--- src/rtl/quadrature_pkg.sv ---
// Shared constants and the phase-transition decoder for the quadrature counter.
package quadrature_pkg;

   localparam logic [1:0] MODE_X1 = 2'b00;
   localparam logic [1:0] MODE_X2 = 2'b01;
   localparam logic [1:0] MODE_X4 = 2'b10;

   localparam logic [1:0] PH_00 = 2'b00;
   localparam logic [1:0] PH_01 = 2'b01;
   localparam logic [1:0] PH_11 = 2'b11;
   localparam logic [1:0] PH_10 = 2'b10;

   typedef enum logic [1:0] {
      EV_NONE    = 2'd0,
      EV_INC     = 2'd1,
      EV_DEC     = 2'd2,
      EV_ILLEGAL = 2'd3
   } event_e;

   // Classifies one {A,B} phase step; mode 2'b11 decodes as x4.
   function automatic event_e decode_event(input logic [1:0] prev,
                                           input logic [1:0] phase,
                                           input logic [1:0] mode);
      event_e result;
      logic   fwd;
      logic   a_edge;
      fwd = (prev == PH_00 && phase == PH_01) ||
            (prev == PH_01 && phase == PH_11) ||
            (prev == PH_11 && phase == PH_10) ||
            (prev == PH_10 && phase == PH_00);
      a_edge = prev[1] ^ phase[1];
      result = EV_NONE;
      if (prev == phase) begin
         result = EV_NONE;
      end else if ((prev ^ phase) == 2'b11) begin
         result = EV_ILLEGAL;
      end else begin
         case (mode)
            MODE_X1: begin
               if (prev == PH_01 && phase == PH_11)      result = EV_INC;
               else if (prev == PH_00 && phase == PH_10) result = EV_DEC;
            end
            MODE_X2: begin
               if (a_edge) result = fwd ? EV_INC : EV_DEC;
            end
            default: result = fwd ? EV_INC : EV_DEC;
         endcase
      end
      return result;
   endfunction

endpackage

--- src/rtl/quadrature_filter.sv ---
// Synchroniser plus debounce filter for one encoder line.
module quadrature_filter #(
   parameter int   SYNC_STAGES   = 2,
   parameter int   FILTER_CYCLES = 4,
   parameter logic REST_STATE    = 1'b1
) (
   input  logic clk,
   input  logic resetn,
   input  logic raw,
   output logic level
);

   localparam int CW = (FILTER_CYCLES > 1) ? $clog2(FILTER_CYCLES) : 1;
   localparam logic [CW-1:0] LAST = CW'(FILTER_CYCLES - 1);

   logic [SYNC_STAGES-1:0] sync;
   logic [CW-1:0]          count;
   logic                   s;

   assign s = sync[SYNC_STAGES-1];

   // NOTE: all state uses non-blocking assignments so every flop samples pre-edge values.
   always_ff @(posedge clk or negedge resetn) begin
      if (!resetn) begin
         sync  <= {SYNC_STAGES{REST_STATE}};
         level <= REST_STATE;
         count <= '0;
      end else begin
         sync <= {sync[SYNC_STAGES-2:0], raw};
         if (s == level) begin
            count <= '0;
         end else if (count == LAST) begin
            level <= s;
            count <= '0;
         end else begin
            count <= count + 1'b1;
         end
      end
   end

endmodule

--- src/rtl/quadrature_counter.sv ---
// Quadrature encoder decoder with x1/x2/x4 modes, wrap/clamp counting and load.
module quadrature_counter
   import quadrature_pkg::*;
#(
   parameter int   WIDTH         = 8,
   parameter logic REST_STATE    = 1'b1,
   parameter int   SYNC_STAGES   = 2,
   parameter int   FILTER_CYCLES = 4
) (
   input  logic             clk,
   input  logic             resetn,
   input  logic             a_in,
   input  logic             b_in,
   input  logic [1:0]       mode,
   input  logic             saturate,
   input  logic [WIDTH-1:0] min_value,
   input  logic [WIDTH-1:0] max_value,
   input  logic             load,
   input  logic [WIDTH-1:0] load_value,
   output logic [WIDTH-1:0] value,
   output logic             step,
   output logic             dir,
   output logic             error
);

   logic             fa;
   logic             fb;
   logic [1:0]       phase;
   logic [1:0]       prev;
   event_e           evt;
   logic             limits_ok;
   logic [WIDTH-1:0] next_value;

   quadrature_filter #(
      .SYNC_STAGES  (SYNC_STAGES),
      .FILTER_CYCLES(FILTER_CYCLES),
      .REST_STATE   (REST_STATE)
   ) u_filter_a (
      .clk   (clk),
      .resetn(resetn),
      .raw   (a_in),
      .level (fa)
   );

   quadrature_filter #(
      .SYNC_STAGES  (SYNC_STAGES),
      .FILTER_CYCLES(FILTER_CYCLES),
      .REST_STATE   (REST_STATE)
   ) u_filter_b (
      .clk   (clk),
      .resetn(resetn),
      .raw   (b_in),
      .level (fb)
   );

   assign phase = {fa, fb};
   assign evt   = decode_event(prev, phase, mode);

   // Inverted limits block both directions in clamp mode.
   // NOTE: defaults first in always_comb so no path leaves a signal unassigned (no latch).
   always_comb begin
      limits_ok  = (min_value <= max_value);
      next_value = value;
      if (load) begin
         next_value = load_value;
      end else if (evt == EV_INC) begin
         if (!saturate || (limits_ok && value < max_value)) next_value = value + 1'b1;
      end else if (evt == EV_DEC) begin
         if (!saturate || (limits_ok && value > min_value)) next_value = value - 1'b1;
      end
   end

   always_ff @(posedge clk or negedge resetn) begin
      if (!resetn) begin
         prev  <= {REST_STATE, REST_STATE};
         value <= '0;
         step  <= 1'b0;
         dir   <= 1'b0;
         error <= 1'b0;
      end else begin
         prev  <= phase;
         value <= next_value;
         step  <= (evt == EV_INC) || (evt == EV_DEC);
         error <= (evt == EV_ILLEGAL);
         if (evt == EV_INC || evt == EV_DEC) dir <= (evt == EV_INC);
      end
   end

endmodule

--- config.mk ---
export PLATFORM = sky130hd
export DESIGN_NAME = quadrature_counter
export DESIGN_NICKNAME = d
export VERILOG_FILES = /design/src/rtl/quadrature_pkg.sv /design/src/rtl/quadrature_filter.sv /design/src/rtl/quadrature_counter.sv
export SDC_FILE = /design/constraint.sdc
export NUM_CORES = 1
export LEC_CHECK = 0
export BUFFER_PORTS_ARGS = -buffer_cell sky130_fd_sc_hd__buf_2
export CAP_MARGIN = 25
export CORE_MARGIN = 2
export CORE_UTILIZATION = 54
export DETAILED_ROUTE_END_ITERATION = 6
export HOLD_SLACK_MARGIN = 0.08
export PLACE_DENSITY = 0.91
export REMOVE_ABC_BUFFERS = 1
export SLEW_MARGIN = 20
export SYNTH_ARGS = -nofsm -noshare
export SYNTH_HDL_FRONTEND = slang
export SYNTH_SLANG_ARGS = --single-unit
--- constraint.sdc ---
create_clock -name clk -period 4.11 [get_ports clk]
set_input_delay 0.822 -clock clk [delete_from_list [all_inputs] [get_ports clk]]
set_output_delay 0.822 -clock clk [all_outputs]
set_load 0.02 [all_outputs]
Yosys cells after proc, flatten, opt, wreduce, memory -nomap -nowiden
Index checks and enable logic that the tools add are counted.
- word-level logic and storage cells: 77
- input bits: 32
- bits in registers: 23
- output and inout port bits: 11
- equality and inequality tests: 17
- order comparisons: 3
- add/sub/neg operators: 4
- reduce and logical (&&, ||, !) cells: 22
- mux-type cells: 16
- bitwise logic cells: 4
- operators with widths (kind ; count):
    $mux W8 ; 5
    $mux W2 ; 10
    $eq A2 B2 Y1 const B ; 9
    $add A8 B1 Y8 const B ; 1
    $eq A2 B1 Y1 const B ; 4
    $gt A8 B8 Y1 ; 1
    $le A8 B8 Y1 ; 1
    $lt A8 B8 Y1 ; 1
    $sub A8 B1 Y8 const B ; 1
    $logic_and A1 B1 Y1 ; 7
    $logic_not A2 Y1 ; 3
    $logic_or A1 B1 Y1 ; 6
    $reduce_bool A3 Y1 ; 2
    $add A2 B1 Y2 const B ; 2
    $pmux W2 S2 ; 1
    $reduce_and A2 Y1 ; 2
    $ne A3 B2 Y1 const B ; 1
    $reduce_and A3 Y1 ; 1
    $eq A1 B1 Y1 ; 2
    $eq A2 B2 Y1 ; 1
    $not A1 Y1 ; 2
    $xor A2 B2 Y2 ; 1
    $logic_not A1 Y1 ; 1
    $xor A1 B1 Y1 ; 1

Logic depth before layout (Yosys ltp)
Gate-level depths: netlist (run 1).
- depth in word-level cells: 14
- gate-level depth with buffers: 15
- gate-level depth less buffers: 14

Modules after synthesis
From an unflattened synthesis (run 1), not the netlist that was laid out.
- cell total of the unflattened synthesis: 202
- area total of the unflattened synthesis: 1878.1 um^2
- by module, submodules not included (module ; times used ; sequential area each (um^2) ; cells an instance ; area an instance (um^2)):
    quadrature_counter ; 1 ; 327.8 ; 182 ; 1522.7
    quadrature_filter ; 2 ; 128.9 ; 10 ; 177.7

Least setup slack after synthesis (run 1)
No wires, ideal clock.
- path kind: input port to flip-flop
- from: input mode[1]
- to: register value[6]
- setup time: 0.079 ns
- setup slack: 0.494 ns
- path buffers: 0
- cell stages on the path: 14
- required time: 4.031 ns
- data arrival time: 3.536 ns
- cells stage by stage: nor2b_1 -> nor2b_1 -> o21a_1 -> or3_1 -> inv_1 -> ha_1 -> inv_1 -> fa_1 -> a21o_1 -> a21oi_1 -> o21bai_1 -> a2111oi_0 -> nor3b_1 -> mux2i_1
- word-level cells in the longest chain between the ends: 7
- RTL lines (element ; line ; source):
    from (decl) ; quadrature_counter.sv:14 ; input logic [1:0] mode,
    $eq A2 B1 Y1 / $logic_not A2 Y1 (equally long branches) ; quadrature_pkg.sv:38 ; case (mode)
    $pmux W2 S2 * ; quadrature_pkg.sv:38 ;
    $mux W2 * ; quadrature_pkg.sv:35 ; end else if ((prev ^ phase) == 2'b11) begin
    $mux W2 * ; quadrature_pkg.sv:33 ; if (prev == phase) begin
    $eq A2 B1 Y1 / $eq A2 B2 Y1 (equally long branches) ; quadrature_counter.sv:66, quadrature_counter.sv:68 ;
    $ne A3 B2 Y1 (no source line), or another cell as far along ; n/a ;
    $reduce_and A3 Y1 (no source line) / $mux W8 (equally long branches) ; n/a ;
    to (signal assigned) ; quadrature_counter.sv:82 ; value <= next_value;
    to (decl) ; quadrature_counter.sv:20 ; output logic [WIDTH-1:0] value,
Mark *: on every way between the ends. The rest lies on a longest branch, timed or not.
A chain may end at the register's enable or synchronous reset.

Worst setup path in the final report (run 1)
Ends and elaborated chain as after synthesis.

==> metrics.txt, run 1 <==
# TYPE chip_impl_metric gauge
chip_impl_info{name="result_of_the_run",value="finished, final reports clean"} 1
chip_impl_metric{name="die_w",unit="um"} 63.6
chip_impl_metric{name="htree_levels",unit=""} 1
chip_impl_metric{name="number_of_detailed_routing_iterations_run_before_antenna_repair",unit=""} 4
chip_impl_metric{name="worst-slew-pin-transition",unit="ns"} 0.549
chip_impl_metric{name="critPathArrivalTime",unit="ns"} 3.81
chip_impl_info{name="critPathCapture",value="value[6]$_DFFE_PN0P_"} 1
chip_impl_metric{name="finalWorstPathRequiredPeriod",unit="ns"} 3.55
chip_impl_metric{name="avgSynthCellArea",unit="um2"} 9.51
chip_impl_metric{name="cts-hold-fix-buffers",unit=""} 0
chip_impl_info{name="clock_root_cell",value="clkbuf_4"} 1
chip_impl_metric{name="part_of_the_yosys_area_used_for_sequential_elements",unit=""} 0.305
chip_impl_metric{name="vias",unit=""} 1601
chip_impl_metric{name="path_depth_of_the_worst_reg2reg_path",unit=""} 13
chip_impl_metric{name="area.sequential",unit="um2"} 586
chip_impl_metric{name="worstSetupPathDepth",unit=""} 15
chip_impl_metric{name="worst_setup_hold_path_clk_slew",unit="ns"} 0.13
chip_impl_metric{name="fin_area",unit="um2"} 2210
chip_impl_metric{name="numClockSinks",unit=""} 23
chip_impl_metric{name="portBuffers",unit=""} 42
chip_impl_metric{name="average_wire_per_standard_cell",unit="um"} 13.8
chip_impl_metric{name="timing.final.setup_violations",unit=""} 0
chip_impl_metric{name="antenna_violations_before_repair",unit=""} 0
chip_impl_metric{name="postSynthCellCount",unit=""} 202
chip_impl_metric{name="synth.cell_area",unit="um2"} 1920
chip_impl_metric{name="cts_setup_buffers",unit=""} 0
chip_impl_metric{name="cts_resized",unit=""} 0
chip_impl_info{name="worstPathCellList",value="buf_2 > nor2b_1 > nor2b_1 > o21a_1 > or3_1 > inv_1 > ha_1 > inv_1 > fa_1 > a21o_1 > a21oi_1 > o21bai_1 > a2111oi_0 > nor3b_1 > mux2i_1"} 1
chip_impl_metric{name="path_buf_inv",unit=""} 3
chip_impl_metric{name="gr-usage-all-layers",unit=""} 0.223
chip_impl_metric{name="routability_congestion_estimate_from_global_placement",unit=""} 0.843
chip_impl_info{name="setup_repair_after_global_routing_missed_its_margin",value="no"} 1
chip_impl_metric{name="achievable-frequency",unit="MHz"} 282
chip_impl_metric{name="grt.overflow.total",unit=""} 0
chip_impl_metric{name="final_max_slew_viol_count",unit=""} 0
chip_impl_metric{name="synth_cell_types",unit=""} 39
chip_impl_metric{name="ant_nets",unit=""} 0
chip_impl_metric{name="total_routed_length",unit="um"} 4030
chip_impl_info{name="critical_path.reg2reg.startpoint",value="u_filter_b.level$_DFFE_PN1P_"} 1
chip_impl_info{name="worst-setup-path-type",value="input port to register"} 1
chip_impl_metric{name="dpl-instance-area",unit="um2"} 2180
chip_impl_metric{name="number_of_inserted_filler_cells_in_the_final_layout",unit=""} 290
chip_impl_metric{name="worst_ep_required_time",unit="ns"} 4.37
chip_impl_metric{name="starting_density",unit=""} 0.571
chip_impl_metric{name="report.final.hold_viol_count",unit=""} 0
chip_impl_info{name="crit_path_end_kind",value="register"} 1
chip_impl_metric{name="flow.area_growth_from_synthesis",unit="%"} 15.2
chip_impl_metric{name="clockBufferDepth",unit=""} 2
chip_impl_metric{name="grt_pass1_wl",unit="um"} 7110
chip_impl_metric{name="multi_input_area",unit="um2"} 1230
chip_impl_metric{name="number_of_placement_rows",unit=""} 21
chip_impl_metric{name="detailedRoute.firstIterationViolations",unit=""} 49
chip_impl_metric{name="fp.dieArea",unit="um2"} 4050
chip_impl_metric{name="worst_ir_drop_vdd",unit="mV"} 0.487
chip_impl_metric{name="maximum_number_of_pins_on_one_net_before_global_route_repair",unit=""} 24
chip_impl_info{name="cp_slowest_cell",value="fa_1"} 1
chip_impl_metric{name="place.detailed.hpwl",unit="um"} 3200
chip_impl_metric{name="die_h",unit="um"} 63.6
chip_impl_info{name="layout.cells.most_common",value="buf_2"} 1
chip_impl_info{name="cts_tree",value="yes"} 1
chip_impl_info{name="holdCritPathClass",value="register to register"} 1
chip_impl_metric{name="final_min_period_over_clock_period",unit=""} 0.863
chip_impl_metric{name="flip_flop_and_latch_count_after_synthesis",unit=""} 23
chip_impl_metric{name="max_cap_viol_count",unit=""} 0
chip_impl_metric{name="critPathMaxFanout",unit=""} 11
chip_impl_metric{name="first_global_vias",unit=""} 1632
chip_impl_info{name="crit-reg2reg-capture",value="value[6]$_DFFE_PN0P_"} 1
chip_impl_metric{name="post_route_cells_drive_above_1_share",unit=""} 0.276
chip_impl_metric{name="layoutNonFillerInstCount",unit=""} 292
chip_impl_info{name="setup.worst_path.start",value="mode[1]"} 1
chip_impl_metric{name="antenna_cells_inserted",unit=""} 0
chip_impl_metric{name="drt_drc_violations_left",unit=""} 0
chip_impl_metric{name="design.portCount",unit=""} 43
chip_impl_metric{name="leakage",unit="nW"} 1.13
chip_impl_metric{name="setup_tns",unit="ns"} 0
chip_impl_metric{name="fin_skew",unit="ns"} 0.00778
chip_impl_info{name="start_kind",value="input port"} 1
chip_impl_metric{name="core-area",unit="um2"} 3360
chip_impl_metric{name="timing.reg2reg.setup_slack",unit="ns"} 0.67
chip_impl_info{name="commonest_non_fill_non_tap_cells_in_the_layout",value="42 x buf_2, 35 x ha_1, 24 x inv_1"} 1
chip_impl_metric{name="synthesis.yosys.warnings",unit=""} 0
chip_impl_metric{name="place.detailed.instances",unit=""} 288
chip_impl_info{name="critical_path.top_delay_family",value="compound AO/OA/AOI/OAI gates"} 1
chip_impl_metric{name="finish.net_count",unit=""} 315
chip_impl_metric{name="normalized_max_slew_margin",unit=""} 0.631
chip_impl_metric{name="insertion_delay",unit="ns"} 0.32
chip_impl_metric{name="crit_path_max_incr_delay",unit="ns"} 0.47
chip_impl_metric{name="cts-buffers-inserted",unit=""} 3
chip_impl_metric{name="avgViaCountPerCell",unit=""} 5.48
chip_impl_metric{name="worst_hold_slack",unit="ns"} 0.365
chip_impl_metric{name="powerDensity",unit="nW/um2"} 844
## where the power goes
part / switching [W] / internal, W / leakage (nW)
combinational: 0.000707 / 0.000578 / 0.843
sequential: 0.000132 / 0.000341 / 0.268
clock: 0.0000717 / 0.0000365 / 0.0177
total: 0.000911 / 0.000955 / 1.13
## area by class of cell
| class | instances | area share |
|---|---|---|
| Clock buffer | 3 | 0.0102 |
| Clock inverter | 1 | 0.00226 |
| Inverter | 24 | 0.0407 |
| Multi-Input combinational cell | 152 | 0.558 |
| Sequential cell | 23 | 0.265 |
| Tap cell | 46 | 0.0260 |
| Timing Repair Buffer | 43 | 0.0984 |
## stage by stage
step / total power (W) / util / setup WS [ns]
global route: 0.00206 / 0.658 / 0.264
CTS: 0.00186 / 0.658 / 0.571
detailed placement: 0.00174 / 0.650 / 0.230
floorplan: 0.00142 / - / 0.494
finish: 0.00187 / 0.658 / 0.564
global placement: 0.00166 / 0.650 / 0.369
## cell usage after synthesis
cell	instances	share of area
o21bai_1	2	0.0078
nand3_1	8	0.021
a21oi_1	16	0.042
fa_1	1	0.010
mux2_2	8	0.047
and3_1	1	0.0033
a211oi_4	1	0.010
a21o_1	4	0.016
inv_1	24	0.047
nand4_1	4	0.013
a22o_1	1	0.0046
nor4_1	2	0.0065
ha_1	35	0.23
nor4b_1	1	0.0046
o31a_2	2	0.010
nand2_1	11	0.021
a2111oi_0	1	0.0046
nor3b_1	1	0.0039
o21a_1	2	0.0078
nor3_4	1	0.0085
o22ai_1	1	0.0033
o2111ai_1	1	0.0046
nor2b_1	7	0.023
dfstp_2	8	0.11
nand2b_1	3	0.0098
nor3_1	4	0.010
mux2i_1	2	0.010
dfrtp_1	15	0.20
clkbuf_1	3	0.0059
nor2_1	8	0.016
or4_1	1	0.0039
a211oi_1	1	0.0039
o21ai_0	9	0.023
xnor2_1	4	0.018
a2111o_1	1	0.0059
xor2_1	2	0.0091
nor4b_4	1	0.012
or3_1	2	0.0065
o211ai_1	3	0.012
## cell families after synthesis
group,count (synthesis),synth area share
AO/OA/AOI/OAI,45,0.156
flip-flops,23,0.305
multiplexers,10,0.0573
AND/OR/NAND/NOR,55,0.164
buffers and inverters,27,0.0528
XOR/XNOR,6,0.0274
adder cells (fa/ha/maj),36,0.238
## state kept, by name (all words and copies together) (netlist names), 2 cells and up
name,cells
u_filter_a.count,2
value,8
u_filter_b.count,2
u_filter_b.sync,2
u_filter_a.sync,2
prev,2
## worst min-delay path by stage
stage | from | end | slack, ns | cells past startpoint
final | u_filter_a.sync[0]$_DFF_PN1_ | u_filter_a.sync[1]$_DFF_PN1_ | 0.37 | 0
after global routing | u_filter_a.sync[0]$_DFF_PN1_ | u_filter_a.sync[1]$_DFF_PN1_ | 0.37 | 0
after CTS | u_filter_a.sync[0]$_DFF_PN1_ | u_filter_a.sync[1]$_DFF_PN1_ | 0.37 | 0
after detailed placement | u_filter_a.sync[0]$_DFF_PN1_ | u_filter_a.sync[1]$_DFF_PN1_ | 0.35 | 0
after global placement | u_filter_a.sync[0]$_DFF_PN1_ | u_filter_a.sync[1]$_DFF_PN1_ | 0.35 | 0
after floorplan | u_filter_a.sync[0]$_DFF_PN1_ | u_filter_a.sync[1]$_DFF_PN1_ | 0.35 | 0
## routing by layer
layer | global-route usage | up-vias | part of all wire
met2 | 0.388 | 35 | 0.49
met5 | 0 | - | 0
met3 | 0.0214 | 10 | 0.035
li1 | - | 812 | -
met4 | 0.0978 | 0 | 0.026
met1 | 0.280 | 744 | 0.45
Power figures use the tool's default switching activity.
==> run 2, diff against run 1 <==
Settings changed: CAP_MARGIN 25 to default, PLACE_DENSITY 0.91 to default, PLACE_DENSITY_LB_ADDON from default to 0.2.
==> run 2 against run 1 <==
Net effect: largest power group unchanged; total power is 2.0% lower; register-to-register slack worse by 0.08 ns; global-route usage is 1.4 points lower; clock-buffer cell count stayed put; largest cell class unchanged; combinational power hardly changed; sequential power is 1% lower; clock skew is 0.0054 ns higher; non-clock buffer count stayed put; routed wire length is 4.9% lower.
==> metrics.txt, run 2 (synthesized netlist as in run 1, its figures left out) <==
# TYPE chip_impl_metric gauge
chip_impl_metric{name="avgViaCountPerCell",unit=""} 5.36
chip_impl_info{name="clock_root_cell",value="clkbuf_4"} 1
chip_impl_info{name="cts_tree",value="yes"} 1
chip_impl_metric{name="design.portCount",unit=""} 43
chip_impl_metric{name="clockBufferDepth",unit=""} 2
chip_impl_metric{name="path_buf_inv",unit=""} 3
chip_impl_metric{name="core-area",unit="um2"} 3360
chip_impl_metric{name="average_wire_per_standard_cell",unit="um"} 13.1
chip_impl_metric{name="leakage",unit="nW"} 1.13
chip_impl_metric{name="cts_setup_buffers",unit=""} 0
chip_impl_metric{name="portBuffers",unit=""} 42
chip_impl_metric{name="insertion_delay",unit="ns"} 0.33
chip_impl_metric{name="max_cap_viol_count",unit=""} 0
chip_impl_metric{name="place.detailed.instances",unit=""} 288
chip_impl_info{name="start_kind",value="input port"} 1
chip_impl_info{name="critical_path.top_delay_family",value="compound AO/OA/AOI/OAI gates"} 1
chip_impl_metric{name="achievable-frequency",unit="MHz"} 278
chip_impl_metric{name="flow.area_growth_from_synthesis",unit="%"} 15.2
chip_impl_metric{name="cts-buffers-inserted",unit=""} 3
chip_impl_metric{name="layoutNonFillerInstCount",unit=""} 292
chip_impl_info{name="worst-setup-path-type",value="input port to register"} 1
chip_impl_metric{name="pwr_total",unit="W"} 0.00183
chip_impl_metric{name="drt_drc_violations_left",unit=""} 0
chip_impl_metric{name="number_of_placement_rows",unit=""} 21
chip_impl_metric{name="vias",unit=""} 1566
chip_impl_metric{name="normalized_max_slew_margin",unit=""} 0.645
chip_impl_metric{name="worst_ep_required_time",unit="ns"} 4.32
chip_impl_info{name="cp_slowest_cell",value="or3_1"} 1
chip_impl_metric{name="finalWorstPathRequiredPeriod",unit="ns"} 3.60
chip_impl_metric{name="die_w",unit="um"} 63.6
chip_impl_metric{name="worst_setup_hold_path_clk_slew",unit="ns"} 0.14
chip_impl_metric{name="antenna_cells_inserted",unit=""} 0
chip_impl_metric{name="number_of_detailed_routing_iterations_run_before_antenna_repair",unit=""} 4
chip_impl_metric{name="detailedRoute.firstIterationViolations",unit=""} 46
chip_impl_metric{name="grt.overflow.total",unit=""} 0
chip_impl_metric{name="numClockSinks",unit=""} 23
chip_impl_info{name="worstPathCellList",value="buf_2 > nor2b_1 > nor2b_1 > o21a_1 > or3_1 > inv_1 > ha_1 > inv_1 > ha_1 > a21oi_1 > o2111ai_1 > and3_1 > o21ai_0 > nor4_1 > a2111o_1"} 1
chip_impl_metric{name="worst-slew-pin-transition",unit="ns"} 0.528
chip_impl_metric{name="fin_area",unit="um2"} 2210
chip_impl_info{name="setup_repair_after_global_routing_missed_its_margin",value="no"} 1
chip_impl_metric{name="critPathArrivalTime",unit="ns"} 3.81
chip_impl_info{name="layout.cells.most_common",value="buf_2"} 1
chip_impl_metric{name="final_core_utilization",unit=""} 0.658
chip_impl_metric{name="report.final.hold_viol_count",unit=""} 0
chip_impl_metric{name="first_global_vias",unit=""} 1528
chip_impl_metric{name="ant_nets",unit=""} 0
chip_impl_metric{name="starting_density",unit=""} 0.571
chip_impl_metric{name="fp.dieArea",unit="um2"} 4050
chip_impl_metric{name="largest_register_ff_count",unit=""} 8
chip_impl_metric{name="post_route_cells_drive_above_1_share",unit=""} 0.276
chip_impl_info{name="largest-register",value="value"} 1
chip_impl_metric{name="fin_skew",unit="ns"} 0.0131
chip_impl_metric{name="total_routed_length",unit="um"} 3840
chip_impl_metric{name="maximum_number_of_pins_on_one_net_before_global_route_repair",unit=""} 24
chip_impl_metric{name="routability_congestion_estimate_from_global_placement",unit=""} 0.807
chip_impl_info{name="holdCritPathClass",value="register to register"} 1
chip_impl_metric{name="powerDensity",unit="nW/um2"} 827
chip_impl_metric{name="timing.final.setup_violations",unit=""} 0
chip_impl_metric{name="worst_ir_drop_vdd",unit="mV"} 0.446
chip_impl_metric{name="htree_levels",unit=""} 1
chip_impl_metric{name="final_max_slew_viol_count",unit=""} 0
chip_impl_metric{name="setup_tns",unit="ns"} 0
chip_impl_metric{name="dpl-instance-area",unit="um2"} 2180
chip_impl_metric{name="place.detailed.hpwl",unit="um"} 3060
chip_impl_metric{name="final_min_period_over_clock_period",unit=""} 0.875
chip_impl_metric{name="critPathMaxFanout",unit=""} 11
chip_impl_metric{name="gr-usage-all-layers",unit=""} 0.209
chip_impl_metric{name="cts-hold-fix-buffers",unit=""} 0
chip_impl_metric{name="die_h",unit="um"} 63.6
chip_impl_metric{name="finish.net_count",unit=""} 315
chip_impl_info{name="result_of_the_run",value="finished, final reports clean"} 1
chip_impl_metric{name="crit_path_max_incr_delay",unit="ns"} 0.39
chip_impl_metric{name="grt_pass1_wl",unit="um"} 6670
chip_impl_metric{name="antenna_violations_before_repair",unit=""} 0
chip_impl_metric{name="cts_resized",unit=""} 0
chip_impl_info{name="commonest_non_fill_non_tap_cells_in_the_layout",value="42 x buf_2, 35 x ha_1, 24 x inv_1"} 1
chip_impl_info{name="crit_path_end_kind",value="register"} 1
-- run 2: cell counts in the layout (fill, tap and decap cells not counted) --
No cell type changed its count.
-- run 2: final timing paths --
path | from | slack (ns) | cells after the start | endpoint
min in group asynchronous | resetn | 0.45 | 1 | u_filter_b.count[1]$_DFF_PN0_
worst max register to register | u_filter_b.level$_DFFE_PN1P_ | 0.59 | 13 | value[7]$_DFFE_PN0P_
worst max-delay path | mode[1] | 0.51 | 15 | value[7]$_DFFE_PN0P_
worst min-delay path | u_filter_b.sync[0]$_DFF_PN1_ | 0.37 | 0 | u_filter_b.sync[1]$_DFF_PN1_
worst min register to register | u_filter_b.sync[0]$_DFF_PN1_ | 0.37 | 0 | u_filter_b.sync[1]$_DFF_PN1_
max in group asynchronous | resetn | 3.27 | 1 | prev[0]$_DFF_PN1_
-- run 2: final cells by class --
class | instances | area (um2)
multi-input combinational | 152 | 1230
fill | 321 | 1150
sequential | 23 | 586
timing repair buffer | 43 | 218
inverter | 24 | 90.1
tap | 46 | 57.6
clock buffer | 3 | 22.5
clock inverter | 1 | 5.00
-- run 2: where the power goes --
| group | leakage, nW | total (W) | switching, W | internal [W] |
|---|---|---|---|---|
| clock network | 0.0177 | 0.000108 | 0.0000717 | 0.0000365 |
| registers | 0.268 | 0.000467 | 0.000126 | 0.000341 |
| logic | 0.843 | 0.00125 | 0.000679 | 0.000575 |
| total | 1.13 | 0.00183 | 0.000877 | 0.000952 |
-- run 2: metal layers --
| layer | GRT usage | routed length (um) | up-vias |
|---|---|---|---|
| li1 | - | - | 808 |
| met1 | 0.275 | 1830 | 723 |
| met2 | 0.349 | 1840 | 31 |
| met3 | 0.0179 | 114 | 4 |
| met4 | 0.0951 | 50 | 0 |
| met5 | 0 | 0 | - |
-- run 2: metrics by stage --
step / hold WS [ns] / worst slack, ns
after floorplan: 0.345 / 0.494
after global placement: 0.347 / 0.336
after detailed placement: 0.348 / 0.193
after CTS: 0.368 / 0.542
after global routing: 0.369 / 0.276
final: 0.367 / 0.513
==> run 3, diff against run 2 <==
Settings changed: CORE_UTILIZATION 54 to 59, MAX_ROUTING_LAYER from default to met4.
Clock period 4.11 ns to 4.4 ns, I/O delays scaled along.
==> run 3 against run 2 <==
Net effect: setup slack improved by 0.13 ns; total power shrank 7.3%; largest cell class unchanged; non-clock buffer count fell by 1; sequential share of layout area up 0.090 points; clock-buffer cell count is the same; critical path depth stayed put; highest routed layer unchanged; die area decreased by 7.9%; first-iteration DRC count down 28%; combinational power fell by 7%; clock skew shrank 0.0068 ns; cell count is 1.0% lower; global-route usage is 2.3 points higher.
==> metrics.txt, run 3 (synthesized netlist as in run 1, its figures left out) <==
# TYPE chip_impl_metric gauge
chip_impl_metric{name="htree_levels",unit=""} 1
chip_impl_metric{name="first_global_vias",unit=""} 1511
chip_impl_metric{name="numClockSinks",unit=""} 23
chip_impl_metric{name="total_routed_length",unit="um"} 3720
chip_impl_metric{name="insertion_delay",unit="ns"} 0.32
chip_impl_metric{name="power.share.combinational",unit=""} 0.687
chip_impl_info{name="largest-register",value="value"} 1
chip_impl_metric{name="timing.reg2reg.setup_slack",unit="ns"} 0.79
chip_impl_metric{name="vias",unit=""} 1560
chip_impl_metric{name="seqPwrFrac",unit=""} 0.255
chip_impl_info{name="holdCritPathClass",value="register to register"} 1
chip_impl_info{name="layout.cells.most_common",value="buf_2"} 1
chip_impl_metric{name="cts_setup_buffers",unit=""} 0
chip_impl_metric{name="power_report.internal_total",unit="W"} 0.000884
chip_impl_metric{name="number_of_placement_rows",unit=""} 20
chip_impl_metric{name="layoutNonFillerInstCount",unit=""} 289
chip_impl_metric{name="portBuffers",unit=""} 42
chip_impl_metric{name="die_h",unit="um"} 61.1
chip_impl_metric{name="core-area",unit="um2"} 3080
chip_impl_metric{name="design.portCount",unit=""} 43
chip_impl_metric{name="drt_drc_violations_left",unit=""} 0
chip_impl_info{name="result_of_the_run",value="finished, final reports clean"} 1
chip_impl_info{name="setup_repair_after_global_routing_missed_its_margin",value="no"} 1
chip_impl_metric{name="antenna_violations_before_repair",unit=""} 0
chip_impl_metric{name="finalWorstPathRequiredPeriod",unit="ns"} 3.76
chip_impl_metric{name="worst-slew-pin-transition",unit="ns"} 0.529
chip_impl_info{name="worst-setup-path-type",value="input port to register"} 1
chip_impl_metric{name="cts-buffers-inserted",unit=""} 3
chip_impl_metric{name="cts-hold-fix-buffers",unit=""} 0
chip_impl_info{name="worst_hold_path.endpoint",value="u_filter_b.sync[1]$_DFF_PN1_"} 1
chip_impl_info{name="cts_tree",value="yes"} 1
chip_impl_metric{name="worst_ir_drop_vdd",unit="mV"} 0.409
chip_impl_metric{name="grt_pass1_wl",unit="um"} 6150
chip_impl_metric{name="number_of_detailed_routing_iterations_run_before_antenna_repair",unit=""} 4
chip_impl_metric{name="powerDensity",unit="nW/um2"} 769
chip_impl_info{name="start_kind",value="input port"} 1
chip_impl_metric{name="netSwitchingFraction",unit=""} 0.479
chip_impl_metric{name="grt.overflow.total",unit=""} 0
chip_impl_metric{name="achievable-frequency",unit="MHz"} 266
chip_impl_metric{name="fin_skew",unit="ns"} 0.00629
chip_impl_metric{name="normalized_max_slew_margin",unit=""} 0.645
chip_impl_metric{name="worst_hold_slack",unit="ns"} 0.366
chip_impl_metric{name="final_core_utilization",unit=""} 0.716
chip_impl_metric{name="die_w",unit="um"} 61.1
chip_impl_metric{name="setup_tns",unit="ns"} 0
chip_impl_metric{name="leakage",unit="nW"} 1.12
chip_impl_metric{name="avgViaCountPerCell",unit=""} 5.40
chip_impl_metric{name="fp.dieArea",unit="um2"} 3730
chip_impl_metric{name="whs_path_depth",unit=""} 0
chip_impl_metric{name="timing.final.setup_violations",unit=""} 0
chip_impl_metric{name="fin_area",unit="um2"} 2200
chip_impl_metric{name="flow.area_growth_from_synthesis",unit="%"} 14.8
chip_impl_info{name="commonest_non_fill_non_tap_cells_in_the_layout",value="42 x buf_2, 35 x ha_1, 24 x inv_1"} 1
chip_impl_info{name="clock_root_cell",value="clkbuf_4"} 1
chip_impl_metric{name="max_cap_viol_count",unit=""} 0
chip_impl_info{name="crit_path_end_kind",value="register"} 1
chip_impl_metric{name="maximum_number_of_pins_on_one_net_before_global_route_repair",unit=""} 24
chip_impl_info{name="critical_path.reg2reg.startpoint",value="u_filter_b.level$_DFFE_PN1P_"} 1
chip_impl_info{name="crit-reg2reg-capture",value="value[7]$_DFFE_PN0P_"} 1
chip_impl_metric{name="clockBufferDepth",unit=""} 2
chip_impl_metric{name="worst_setup_hold_path_clk_slew",unit="ns"} 0.13
chip_impl_metric{name="power.share.clock",unit=""} 0.059
chip_impl_metric{name="final_min_period_over_clock_period",unit=""} 0.854
chip_impl_metric{name="largest_register_ff_count",unit=""} 8
chip_impl_metric{name="place.detailed.hpwl",unit="um"} 3060
chip_impl_metric{name="switchingPower",unit="W"} 0.000813
chip_impl_metric{name="report.final.hold_viol_count",unit=""} 0
chip_impl_metric{name="gr-usage-all-layers",unit=""} 0.232
chip_impl_metric{name="routability_congestion_estimate_from_global_placement",unit=""} 0.827
chip_impl_metric{name="post_route_cells_drive_above_1_share",unit=""} 0.273
chip_impl_metric{name="critPathArrivalTime",unit="ns"} 3.96
chip_impl_metric{name="finish.net_count",unit=""} 314
chip_impl_metric{name="detailedRoute.firstIterationViolations",unit=""} 33
chip_impl_metric{name="path_depth_of_the_worst_reg2reg_path",unit=""} 13
chip_impl_metric{name="average_wire_per_standard_cell",unit="um"} 12.9
chip_impl_info{name="hold_path.startpoint",value="u_filter_b.sync[0]$_DFF_PN1_"} 1
chip_impl_metric{name="antenna_cells_inserted",unit=""} 0
chip_impl_metric{name="cts_resized",unit=""} 0
chip_impl_metric{name="critPathMaxFanout",unit=""} 11
chip_impl_metric{name="place.detailed.instances",unit=""} 285
chip_impl_metric{name="ant_nets",unit=""} 0
chip_impl_metric{name="starting_density",unit=""} 0.624
chip_impl_metric{name="worst_ep_required_time",unit="ns"} 4.61
chip_impl_metric{name="final_max_slew_viol_count",unit=""} 0
chip_impl_metric{name="dpl-instance-area",unit="um2"} 2170
[run 3: cell count changes in the layout (fill, tap and decap cells not counted)]
cell        delta
clkinvlp_4     +1
clkinv_2       -1
buf_4          -1
[run 3: cell type report]
| type | instances | area (um2) |
|---|---|---|
| Multi-Input combinational cell | 152 | 1230 |
| Fill cell | 270 | 873 |
| Tap cell | 44 | 55.1 |
| Inverter | 24 | 90.1 |
| Timing Repair Buffer | 42 | 210 |
| Clock inverter | 1 | 7.51 |
| Sequential cell | 23 | 586 |
| Clock buffer | 3 | 22.5 |
[run 3: power by group through the flow]
stage	Clock [W]	Sequential (W)	Combinational (W)
after floorplan	0	0.000469	0.000855
after global placement	0	0.000435	0.00113
after detailed placement	0	0.000437	0.00116
after CTS	0.000102	0.000433	0.00117
after global routing	0.000110	0.000453	0.00131
final	0.0000995	0.000432	0.00116
[run 3: critical path: stages]
cell and delay (ns):
buf_2 0.11, nor2b_1 0.17, nor2b_1 0.07, o21a_1 0.16, or3_1 0.39, inv_1 0.09, ha_1 0.28, inv_1 0.24
ha_1 0.34, a21oi_1 0.24, o2111ai_1 0.19, and3_1 0.20, o21ai_0 0.15, nor4_1 0.06, a2111o_1 0.39
[run 3: worst max path at each step]
stage / endpoint / from / depth (start not counted)
floorplan: value[6]$_DFFE_PN0P_ / mode[1] / 14
global placement: value[6]$_DFFE_PN0P_ / mode[1] / 15
detailed placement: value[6]$_DFFE_PN0P_ / mode[1] / 15
CTS: value[6]$_DFFE_PN0P_ / mode[1] / 15
global route: value[6]$_DFFE_PN0P_ / mode[1] / 15
finish: value[7]$_DFFE_PN0P_ / mode[1] / 15
[run 3: routing by layer]
| metal | global-route usage | wire length [um] | vias up |
|---|---|---|---|
| met3 | 0.0126 | 80 | 4 |
| met1 | 0.272 | 1650 | 721 |
| li1 | - | - | 811 |
| met2 | 0.418 | 1930 | 24 |
| met4 | 0.0839 | 63 | 0 |
| met5 | - | 0 | - |
[run 3: per-stage QoR]
| step | total power, W | setup WS, ns |
|---|---|---|
| 2_1_floorplan | 0.00132 | 0.726 |
| 6_report | 0.00170 | 0.645 |
| 3_3_place_gp | 0.00156 | 0.398 |
| 5_1_grt | 0.00187 | 0.276 |
| 3_5_place_dp | 0.00160 | 0.306 |
| 4_1_cts | 0.00171 | 0.632 |
